File: config.mk
export PLATFORM = sky130hd
export DESIGN_NAME = inst_cache_refill
export DESIGN_NICKNAME = d
export VERILOG_FILES = /design/src/rtl/inst_cache_refill_pkg.sv /design/src/rtl/inst_cache_line_buffer.sv /design/src/rtl/inst_cache_refill.sv
export SDC_FILE = /design/constraint.sdc
export NUM_CORES = 1
export LEC_CHECK = 0
export BUFFER_PORTS_ARGS = -buffer_cell sky130_fd_sc_hd__buf_4
export CAP_MARGIN = 20
export CORE_MARGIN = 2
export CORE_UTILIZATION = 53
export CTS_CLUSTER_SIZE = 16
export DETAILED_ROUTE_END_ITERATION = 12
export PLACE_DENSITY = 0.86
export RECOVER_POWER = 25
export SLEW_MARGIN = 20
export SYNTH_ARGS = -nofsm -noshare
export SYNTH_HDL_FRONTEND = slang
export SYNTH_HIERARCHICAL = 1
export SYNTH_SLANG_ARGS = --single-unit
File: constraint.sdc
create_clock -name clk -period 4.9 [get_ports clk]
set_input_delay 1.47 -clock clk [delete_from_list [all_inputs] [get_ports clk]]
set_output_delay 1.47 -clock clk [all_outputs]
set_load 0.005 [all_outputs]
File: src/rtl/inst_cache_refill_pkg.sv
`default_nettype none
// ============================================================================
// Module      : inst_cache_refill_pkg
// Description : Shared constants for the instruction-cache line-fill path.
//               Holds the cache geometry (index/offset/bank layout), the
//               refill FSM state encoding and the AXI4 field constants used
//               when requesting a line.
// Revision    : 1.0 - initial release
// ============================================================================
package inst_cache_refill_pkg;

    // ------------------------------------------------------------------
    // Cache geometry
    // ------------------------------------------------------------------
    localparam int INST_CACHE_INDEX_WIDTH  = 7;   // 128 lines
    localparam int INST_CACHE_OFFSET_WIDTH = 5;   // 32-byte lines
    localparam int INST_CACHE_BANK_WIDTH   = 32;  // one word per bank
    localparam int INST_CACHE_BANK_NUM     = 8;   // words per line
    localparam int INST_CACHE_LINE_WIDTH   = INST_CACHE_BANK_WIDTH * INST_CACHE_BANK_NUM;
    localparam int INST_CACHE_CNT_WIDTH    = $clog2(INST_CACHE_BANK_NUM);

    // ------------------------------------------------------------------
    // Refill FSM state encoding
    // ------------------------------------------------------------------
    typedef enum logic [1:0] {
        ST_IDLE  = 2'd0,
        ST_AR    = 2'd1,
        ST_R     = 2'd2,
        ST_WRITE = 2'd3
    } refill_state_e;

    // ------------------------------------------------------------------
    // AXI4 constants
    // ------------------------------------------------------------------
    localparam logic [1:0] BURST_INCR   = 2'b01;
    localparam logic [2:0] SIZE_4B      = 3'd2;
    localparam logic [1:0] RESP_OKAY    = 2'b00;
    // AXI length is beats-1
    localparam logic [7:0] AXI_LEN_LINE = 8'(INST_CACHE_BANK_NUM - 1);

    // Line-aligned form of a byte address; the burst always starts at the
    // first word of the line regardless of which word missed.
    function automatic logic [31:0] line_aligned(input logic [31:0] addr);
        return {addr[31:INST_CACHE_OFFSET_WIDTH], {INST_CACHE_OFFSET_WIDTH{1'b0}}};
    endfunction

endpackage
`default_nettype wire

File: src/rtl/inst_cache_line_buffer.sv
`default_nettype none
// ============================================================================
// Module      : inst_cache_line_buffer
// Description : 8 x 32-bit register file that assembles one cache line from
//               incoming burst beats. One indexed write port, one indexed
//               word read port, and a full packed 256-bit line view in the
//               data-RAM bank order (word 0 in the most significant bits).
// Ports       : clk      - clock
//               rst      - synchronous active-high reset (clears all words)
//               wr_en    - write strobe
//               wr_idx   - word slot to write
//               wr_data  - word to write
//               rd_idx   - word slot to read
//               rd_data  - word at rd_idx
//               line     - packed line, word k at [255-32k -: 32]
// Revision    : 1.0 - initial release
// ============================================================================
module inst_cache_line_buffer
    import inst_cache_refill_pkg::*;
(
    input  logic                              clk,
    input  logic                              rst,
    input  logic                              wr_en,
    input  logic [INST_CACHE_CNT_WIDTH-1:0]   wr_idx,
    input  logic [INST_CACHE_BANK_WIDTH-1:0]  wr_data,
    input  logic [INST_CACHE_CNT_WIDTH-1:0]   rd_idx,
    output logic [INST_CACHE_BANK_WIDTH-1:0]  rd_data,
    output logic [INST_CACHE_LINE_WIDTH-1:0]  line
);

    logic [INST_CACHE_BANK_WIDTH-1:0] r_words [INST_CACHE_BANK_NUM];

    always_ff @(posedge clk) begin
        if (rst) begin
            for (int i = 0; i < INST_CACHE_BANK_NUM; i++) begin
                r_words[i] <= '0;
            end
        end else if (wr_en) begin
            r_words[wr_idx] <= wr_data;
        end
    end

    assign rd_data = r_words[rd_idx];

    // Same bank packing the read path decodes: beat 0 lands in the top word.
    generate
        for (genvar k = 0; k < INST_CACHE_BANK_NUM; k++) begin : g_pack
            assign line[INST_CACHE_LINE_WIDTH-1-INST_CACHE_BANK_WIDTH*k -: INST_CACHE_BANK_WIDTH] = r_words[k];
        end
    endgenerate

endmodule
`default_nettype wire

File: src/rtl/inst_cache_refill.sv
`default_nettype none
// ============================================================================
// Module      : inst_cache_refill
// Description : Instruction-cache line-fill engine. On a miss it issues one
//               AXI4 INCR read burst of 8 x 32-bit beats for the 32-byte
//               line, assembles the beats in a line buffer and writes the
//               whole 256-bit line into the data RAM in a single cycle. The
//               missed word is returned to fetch in that same cycle.
//               Any error (bad response, wrong burst length) suppresses the
//               RAM write and is reported through fill_err.
// Ports       : clk, rst                 - clock, sync active-high reset
//               req_valid/req_ready      - miss request handshake
//               req_addr                 - missed physical address
//               ar*                      - AXI4 read address channel
//               r*                       - AXI4 read data channel
//               ram_en/ram_wen           - data-RAM enable / byte enables
//               ram_index/ram_wdata      - data-RAM line index / line data
//               fill_done                - one-cycle completion pulse
//               fill_err                 - fill failed, line not written
//               fill_word                - word at req_addr[4:2]
// Revision    : 1.0 - initial release
// ============================================================================
module inst_cache_refill
    import inst_cache_refill_pkg::*;
#(
    parameter int         INDEX_WIDTH  = INST_CACHE_INDEX_WIDTH,
    parameter int         OFFSET_WIDTH = INST_CACHE_OFFSET_WIDTH,
    parameter int         BEAT_NUM     = INST_CACHE_BANK_NUM,
    parameter logic [3:0] AXI_ID       = 4'd0
) (
    input  logic                             clk,
    input  logic                             rst,

    // Miss request
    input  logic                             req_valid,
    input  logic [31:0]                      req_addr,
    output logic                             req_ready,

    // AXI4 read address channel
    output logic [3:0]                       arid,
    output logic [31:0]                      araddr,
    output logic [7:0]                       arlen,
    output logic [2:0]                       arsize,
    output logic [1:0]                       arburst,
    output logic                             arvalid,
    input  logic                             arready,

    // AXI4 read data channel
    input  logic [3:0]                       rid,
    input  logic [31:0]                      rdata,
    input  logic [1:0]                       rresp,
    input  logic                             rlast,
    input  logic                             rvalid,
    output logic                             rready,

    // Data RAM write port
    output logic                             ram_en,
    output logic [31:0]                      ram_wen,
    output logic [INDEX_WIDTH-1:0]           ram_index,
    output logic [INST_CACHE_LINE_WIDTH-1:0] ram_wdata,

    // Fetch-side completion
    output logic                             fill_done,
    output logic                             fill_err,
    output logic [31:0]                      fill_word
);

    localparam logic [INST_CACHE_CNT_WIDTH-1:0] c_last_beat = INST_CACHE_CNT_WIDTH'(BEAT_NUM - 1);

    // ------------------------------------------------------------------
    // State
    // ------------------------------------------------------------------
    refill_state_e                     r_state;
    logic [31:0]                       r_addr;
    logic [INST_CACHE_CNT_WIDTH-1:0]   r_cnt;
    logic                              r_err;
    logic                              r_req_ready;
    logic                              r_arvalid;
    logic                              r_rready;
    logic                              r_ram_en;
    logic                              r_fill_done;
    logic                              r_fill_err;

    logic                              w_beat;
    logic                              w_err_next;
    logic [INST_CACHE_LINE_WIDTH-1:0]  w_line;
    logic [INST_CACHE_BANK_WIDTH-1:0]  w_req_word;

    // An accepted R beat; rready is only ever high in ST_R.
    assign w_beat = rvalid && r_rready;

    // Sticky error including the beat currently being accepted:
    // - any non-OKAY response
    // - rlast on a beat other than the 8th
    // - an 8th beat without rlast (counter wraps; keep waiting for rlast)
    always_comb begin
        w_err_next = r_err;
        if (rresp != RESP_OKAY) begin
            w_err_next = 1'b1;
        end
        if (rlast != (r_cnt == c_last_beat)) begin
            w_err_next = 1'b1;
        end
    end

    // ------------------------------------------------------------------
    // Refill FSM
    // ------------------------------------------------------------------
    always_ff @(posedge clk) begin
        if (rst) begin
            r_state     <= ST_IDLE;
            r_addr      <= '0;
            r_cnt       <= '0;
            r_err       <= 1'b0;
            r_req_ready <= 1'b1;
            r_arvalid   <= 1'b0;
            r_rready    <= 1'b0;
            r_ram_en    <= 1'b0;
            r_fill_done <= 1'b0;
            r_fill_err  <= 1'b0;
        end else begin
            // Completion strobes are single-cycle.
            r_ram_en    <= 1'b0;
            r_fill_done <= 1'b0;
            r_fill_err  <= 1'b0;

            case (r_state)
                ST_IDLE: begin
                    if (req_valid && r_req_ready) begin
                        r_addr      <= req_addr;
                        r_cnt       <= '0;
                        r_err       <= 1'b0;
                        r_req_ready <= 1'b0;
                        r_arvalid   <= 1'b1;
                        r_state     <= ST_AR;
                    end
                end

                ST_AR: begin
                    if (arready) begin
                        r_arvalid <= 1'b0;
                        r_rready  <= 1'b1;
                        r_state   <= ST_R;
                    end
                end

                ST_R: begin
                    if (w_beat) begin
                        r_cnt <= r_cnt + 1'b1;
                        r_err <= w_err_next;
                        if (rlast) begin
                            r_rready    <= 1'b0;
                            r_fill_done <= 1'b1;
                            r_fill_err  <= w_err_next;
                            r_ram_en    <= !w_err_next;
                            r_state     <= ST_WRITE;
                        end
                    end
                end

                ST_WRITE: begin
                    r_req_ready <= 1'b1;
                    r_state     <= ST_IDLE;
                end

                default: begin
                    r_state <= ST_IDLE;
                end
            endcase
        end
    end

    // ------------------------------------------------------------------
    // Line buffer
    // ------------------------------------------------------------------
    inst_cache_line_buffer u_line_buffer (
        .clk     (clk),
        .rst     (rst),
        .wr_en   (w_beat),
        .wr_idx  (r_cnt),
        .wr_data (rdata),
        .rd_idx  (r_addr[OFFSET_WIDTH-1:2]),
        .rd_data (w_req_word),
        .line    (w_line)
    );

    // ------------------------------------------------------------------
    // Outputs
    // ------------------------------------------------------------------
    assign req_ready = r_req_ready;

    // AR fields derive from the latched address, so they stay stable for
    // the whole AR phase without extra holding logic.
    assign arid    = AXI_ID;
    assign araddr  = line_aligned(r_addr);
    assign arlen   = AXI_LEN_LINE;
    assign arsize  = SIZE_4B;
    assign arburst = BURST_INCR;
    assign arvalid = r_arvalid;
    assign rready  = r_rready;

    // RAM port is quiet except on a successful WRITE cycle. By the time
    // r_ram_en is set the last beat is already in the buffer.
    assign ram_en    = r_ram_en;
    assign ram_wen   = r_ram_en ? 32'hFFFF_FFFF : 32'h0000_0000;
    assign ram_index = r_ram_en ? r_addr[OFFSET_WIDTH +: INDEX_WIDTH] : '0;
    assign ram_wdata = r_ram_en ? w_line : '0;

    assign fill_done = r_fill_done;
    assign fill_err  = r_fill_err;
    assign fill_word = w_req_word;

    // rid carries no information for a single-outstanding engine, and the
    // byte offset within a word is irrelevant to a word-granular fill.
    logic w_unused;
    assign w_unused = &{1'b0, rid, r_addr[1:0]};

endmodule
`default_nettype wire

==> impl_metrics.json, run 1 <==
{
  "cts_setup_buffers": 0,
  "power_density_mw_per_mm2": 326,
  "clkSlewWorstSetupHoldPaths_ns": 0.06,
  "hpwl_mm": 29.8,
  "synth_xor_area_share_pct": 0.0558,
  "synth_cells": 1304,
  "ctsHoldBuffers": 0,
  "p_comb_share_pct": 17.2,
  "ff2ff_setup_slack_ns": 2.04,
  "postRouteAntennaNets": 0,
  "dr.first_iter.drc_count": 1246,
  "seqPwrFrac_pct": 48.2,
  "setup-tns-final_ns": 0,
  "numCtsBuffers": 30,
  "worst-path-buf-inv": 2,
  "clockBufferDepth": 3,
  "status": "finished, violations left",
  "timing.rr.end": "u_line_buffer/r_words[5][8]",
  "cp.arrival_ns": 4.56,
  "ys_ff_latch": 298,
  "power.share.clock_pct": 34.6,
  "drt-vias-per-instance": 5.76,
  "htreeDepth": 1,
  "hold_class": "reg2reg",
  "multi_input_area_mm2": 0.00594,
  "grt_pass1_vias": 11600,
  "path_cells": "clkbuf_1 -> nand3b_1 -> o21bai_1 -> buf_4",
  "critical_path_class": "in2reg",
  "final.setup_skew_ns": 0.0124,
  "cp-start-kind": "primary input",
  "grt.total_usage_pct": 28.3,
  "max_freq_ghz": 0.228,
  "fillers": 2069,
  "final_nets": 1692,
  "crit_start": "rst",
  "firstDrtPassIters": 6,
  "synth_top_family_by_area": "simple AND/OR/NAND/NOR gates",
  "critPathMaxStageDelay_ns": 0.94,
  "routedWlPerCell_um": 22.3,
  "area_growth_pct": 24.2,
  "critPathCapture": "u_line_buffer/r_words[5][8]",
  "swShare_pct": 25.4,
  "die_area_mm2": 0.0310,
  "tightest_slew_ns": 2.30,
  "cts_resized": 0,
  "yosysTopAreaCell": "edfxtp_1",
  "core_area_mm2": 0.0289,
  "seq_area_frac_synth_pct": 54.4,
  "period_minus_slack_ns": 4.38,
  "portBuffers": 429,
  "grt_first_pass_wirelength_mm": 67.3,
  "ys.flop_type": "edfxtp_1",
  "synth_fa_ha_area_share_pct": 0.479,
  "synth_top_area_share_pct": 49.0,
  "yosys_warnings": 6,
  "cp_slowest_cell": "o21bai_1",
  "drcViolationCount": 0,
  "synth-async-reset-ratio_pct": 0,
  "cp_top_family": "buffers and inverters",
  "min_period_over_period_pct": 89.3,
  "num_rows": 62,
  "regToRegStartpoint": "r_cnt[1]",
  "grt.overflow.total": 0,
  "die_w_um": 176,
  "cts_tree": "done",
  "ys_types": 47,
  "antennaDiodeCount": 0,
  "synth_compound_area_share_pct": 2.11,
  "cts_sinks": 298,
  "antenna_found_initial": 0,
  "io_pins": 458,
  "power.leakage_nw": 7.79,
  "intPower_mw": 4.73,
  "worst-path-stages": 4,
  "synth_area_leaders": "edfxtp_1 49%, and2_1 11%, nor3_1 8.2%",
  "yosys.area_share.simple_pct": 21.3,
  "avgSynthCellArea_um2": 12.0,
  "drv_cap": 1,
  "cts_root_buf": "clkbuf_16",
  "synth-edff-count": 256,
  "regArea_mm2": 0.00854,
  "rsz0062_at_grt": "false",
  "yosysMostFrequentCell": "and2_1",
  "maxSlewViolCount": 55,
  "hold_viol": 0,
  "vias": 11600,
  "worst_r2r_path_depth": 3,
  "synthTopCellsByCount": "264 x and2_1, 258 x nor3_1, 256 x edfxtp_1, 81 x buf_4, 67 x nand2_1",
  "initial_utilization_pct": 54.2,
  "drive_gt1_share_pct": 34.3,
  "relSlewSlack_pct": -53.4,
  "cp_max_fo": 54,
  "net-switching-power_mw": 1.61,
  "violations": "capacitance limit, slew limit",
  "gp_congestion": 0.845,
  "insertion_delay_ns": 0.55,
  "whs_ns": 0.456,
  "die_height_um": 176,
  "endpoint_kind": "flip-flop",
  "routed_wl_mm": 45.0,
  "peakVddDrop_v": 0.000287,
  "muxShareOfSynthArea_pct": 13.0,
  "syn_area_mm2": 0.0157,
  "finalSetupViolCount": 0,
  "grt_max_degree": 139,
  "worst-endpoint-required_ns": 5.08
}
placed cells by master (no fill, tap or decap), drive strengths merged, types with 4 or more instances in the layout:
cell    instances
ha              6
nor3          258
nand2b          8
buf           417
mux4           64
inv             8
clkbuf         71
conb           22
a21oi          32
and2          264
dfxtp          42
edfxtp        256
o21bai          8
clkinv         45
nand2          67
mux2           32
nand3           4
routing by layer:
metal  wire [µm]  vias to the layer above  global-route usage [%]
met5           0                        -                       0
met4        1760                        0                    11.3
met3        3900                      108                    4.63
met2       23000                      746                    49.7
met1       16400                     5596                    35.0
li1            -                     5181                       -
worst min path at each step:
stage | startpoint | endpoint | slack [ns] | depth (start not counted)
3_3_place_gp | r_addr[19] | r_addr[19] | 0.44 | 2
5_1_grt | r_addr[26] | r_addr[26] | 0.48 | 2
6_report | r_addr[20] | r_addr[20] | 0.46 | 2
3_5_place_dp | r_addr[21] | r_addr[21] | 0.45 | 2
2_1_floorplan | r_addr[3] | r_addr[3] | 0.44 | 2
4_1_cts | r_addr[26] | r_addr[26] | 0.46 | 2
power groups by stage:
stage | registers [mW] | logic [mW] | clock network [mW]
floorplan | 3.01 | 0.814 | 0
global placement | 3.09 | 1.08 | 0
detailed placement | 3.11 | 1.11 | 0
CTS | 3.06 | 1.12 | 2.22
global route | 3.07 | 1.17 | 2.33
finish | 3.06 | 1.09 | 2.20
cells by family (layout without fill, tap and decap cells):
family                     count (synthesis)  count (layout)
AOI/OAI and AO/OA                         52              52
xor gates and xnor gates                   1               1
adders and majority gates                  6               6
buffers and inverters                    235             545
DFF                                      298             298
muxes                                     97              97
other                                      2              22
and+or+nand+nor                          613             613
per-stage QoR:
step	power, mW	util (%)	setup slack (ns)	area, µm²	cells
finish	6.35	67.3	0.522	19500	2018
global route	6.57	67.3	0.327	19500	2018
CTS	6.39	67.6	0.629	19600	2018
detailed placement	4.22	64.4	0.989	18600	1962
global placement	4.18	64.4	1.05	18600	1962
floorplan	3.83	-	0.566	15800	1324
worst min-delay path, delay by kind of cell (launching register included):
family          cells  cell delay (ns)
flops               1             0.31
simple gates        1             0.05
compound gates      1             0.05
area by class of cell:
| cell class | count | area share, % |
|---|---|---|
| Multi-Input combinational cell | 791 | 30.5 |
| Clock buffer | 38 | 4.12 |
| Tap cell | 384 | 2.47 |
| Sequential cell | 298 | 43.8 |
| Timing Repair Buffer | 450 | 17.6 |
| Clock inverter | 18 | 0.738 |
| Inverter | 39 | 0.751 |
flip-flops by register name, indices dropped and copies added (netlist names):
name / cells
r_err: 1
ram_en: 1
arvalid: 1
req_ready: 1
r_cnt: 3
u_line_buffer/r_words: 256
rready: 1
fill_done: 1
r_addr: 30
fill_err: 1
r_state: 2
No activity file was read; power rests on OpenSTA's default activity.
==> run 2, diff against run 1 <==
MAX_ROUTING_LAYER = met4   (was not set)
PLACE_DENSITY = not set   (was 0.86)
PLACE_DENSITY_LB_ADDON = 0.15   (was not set)
==> impl_metrics.json, run 2 (synthesis results as in run 1) <==
{
  "status": "finished, violations left",
  "violations": "capacitance limit, slew limit",
  "htreeDepth": 1,
  "initial_utilization_pct": 54.2,
  "peakVddDrop_v": 0.000261,
  "worst-path-buf-inv": 2,
  "grt_pass1_vias": 11400,
  "drcViolationCount": 0,
  "die_height_um": 176,
  "largest_reg_flops": 256,
  "setup-tns-final_ns": 0,
  "critical_path_class": "reg2out",
  "area_growth_pct": 24.5,
  "cts_tree": "done",
  "cp_max_fo": 35,
  "final_nets": 1697,
  "drt-vias-per-instance": 5.68,
  "layout_commonest_cell": "buf_4",
  "worst-path-stages": 4,
  "postRouteAntennaNets": 0,
  "path_cells": "buf_12 -> mux4_1 -> mux2_4 -> buf_4",
  "routed_wl_mm": 44.0,
  "num_rows": 62,
  "antenna_found_initial": 0,
  "clkSlewWorstSetupHoldPaths_ns": 0.06,
  "use_met2_pct": 48.0,
  "core_area_mm2": 0.0289,
  "routedWlPerCell_um": 21.7,
  "period_minus_slack_ns": 4.17,
  "layout_common_cells": "409 x buf_4, 263 x and2_1, 258 x nor3_1",
  "grt_first_pass_wirelength_mm": 65.9,
  "power_density_mw_per_mm2": 325,
  "maxSlewViolCount": 180,
  "dr.first_iter.drc_count": 810,
  "finalSetupViolCount": 0,
  "cp_slowest_cell": "dfxtp_4",
  "final.setup_skew_ns": 0.00986,
  "cts_sinks": 298,
  "numCtsBuffers": 30,
  "cp_top_family": "multiplexers",
  "grt_use_met1_pct": 34.8,
  "firstDrtPassIters": 5,
  "dp_cells": 1967,
  "critPathMaxStageDelay_ns": 0.73,
  "worst_r2r_path_depth": 5,
  "cts_setup_buffers": 0,
  "antennaDiodeCount": 0,
  "clockBufferDepth": 3,
  "endpoint_kind": "output port",
  "largest-register": "u_line_buffer/r_words",
  "cp-start-kind": "flip-flop",
  "hold_class": "reg2reg",
  "min_period_over_period_pct": 85.1,
  "cp.arrival_ns": 2.70,
  "relSlewSlack_pct": -59.6,
  "gp_congestion": 0.844,
  "hold_depth": 2,
  "insertion_delay_ns": 0.55,
  "hold_viol": 0,
  "die_w_um": 176,
  "grt.total_usage_pct": 28.5,
  "die_area_mm2": 0.0310,
  "grtUsageMet3_pct": 5.34,
  "cts_resized": 0,
  "grt.overflow.total": 0,
  "rsz0062_at_grt": "false",
  "worst-endpoint-required_ns": 3.43,
  "grt_max_degree": 123,
  "cts_root_buf": "clkbuf_16",
  "largest_registers": "u_line_buffer/r_words x256, r_addr x30, r_cnt x3",
  "drive_gt1_share_pct": 34.8,
  "vias": 11500,
  "tightest_slew_ns": 2.39,
  "hpwl_mm": 29.5,
  "drv_cap": 3,
  "busiest_layer": "met2",
  "ctsHoldBuffers": 0,
  "max_freq_ghz": 0.240,
  "io_pins": 458,
  "portBuffers": 429,
  "power.leakage_nw": 7.83,
  "final_cells": 2023
}
-- run 2: per-stage QoR --
stage | instance area [µm²] | util [%] | hold WS, ns | total power, mW | worst slack [ns]
after detailed placement | 18700 | 64.5 | 0.448 | 4.21 | 1.11
after global routing | 19500 | 67.5 | 0.470 | 6.56 | 0.509
after floorplan | 15800 | - | 0.435 | 3.83 | 0.566
final | 19500 | 67.5 | 0.453 | 6.34 | 0.729
after CTS | 19600 | 67.7 | 0.456 | 6.38 | 0.670
after global placement | 18700 | 64.5 | 0.444 | 4.18 | 1.12
-- run 2: worst paths after layout --
kind	start	to	slack, ns
max	r_addr[2]	fill_word[14]	0.73
min	r_addr[22]	r_addr[22]	0.45
max reg2reg	rready	u_line_buffer/r_words[2][29]	1.41
min reg2reg	r_addr[22]	r_addr[22]	0.45
-- run 2: metal layers --
| metal | vias to the layer above | part of all wire (%) |
|---|---|---|
| li1 | 5197 | - |
| met1 | 5627 | 38 |
| met2 | 575 | 50 |
| met3 | 101 | 8.1 |
| met4 | 0 | 4.1 |
| met5 | - | 0 |
-- run 2: worst reg2reg max path, stage by stage (launching register included) --
cell and delay (ns):
dfxtp_1 0.35, nand2_1 0.14, inv_1 0.08, or3b_1 1.64, clkbuf_2 0.85, nor3_1 0.14
-- run 2: area by class of cell --
cell class,count,area (µm²)
Fill cell,2192,9410
Sequential cell,298,8540
Multi-Input combinational cell,791,5970
Timing Repair Buffer,455,3450
Clock buffer,43,851
Tap cell,384,480
Inverter,39,146
Clock inverter,13,90.1
-- run 2: where the power goes --
group / leakage [nW] / switching [mW] / internal (mW)
logic: 4.40 / 0.511 / 0.573
registers: 2.96 / 0.155 / 2.90
clock network: 0.460 / 0.944 / 1.25
total: 7.83 / 1.61 / 4.73
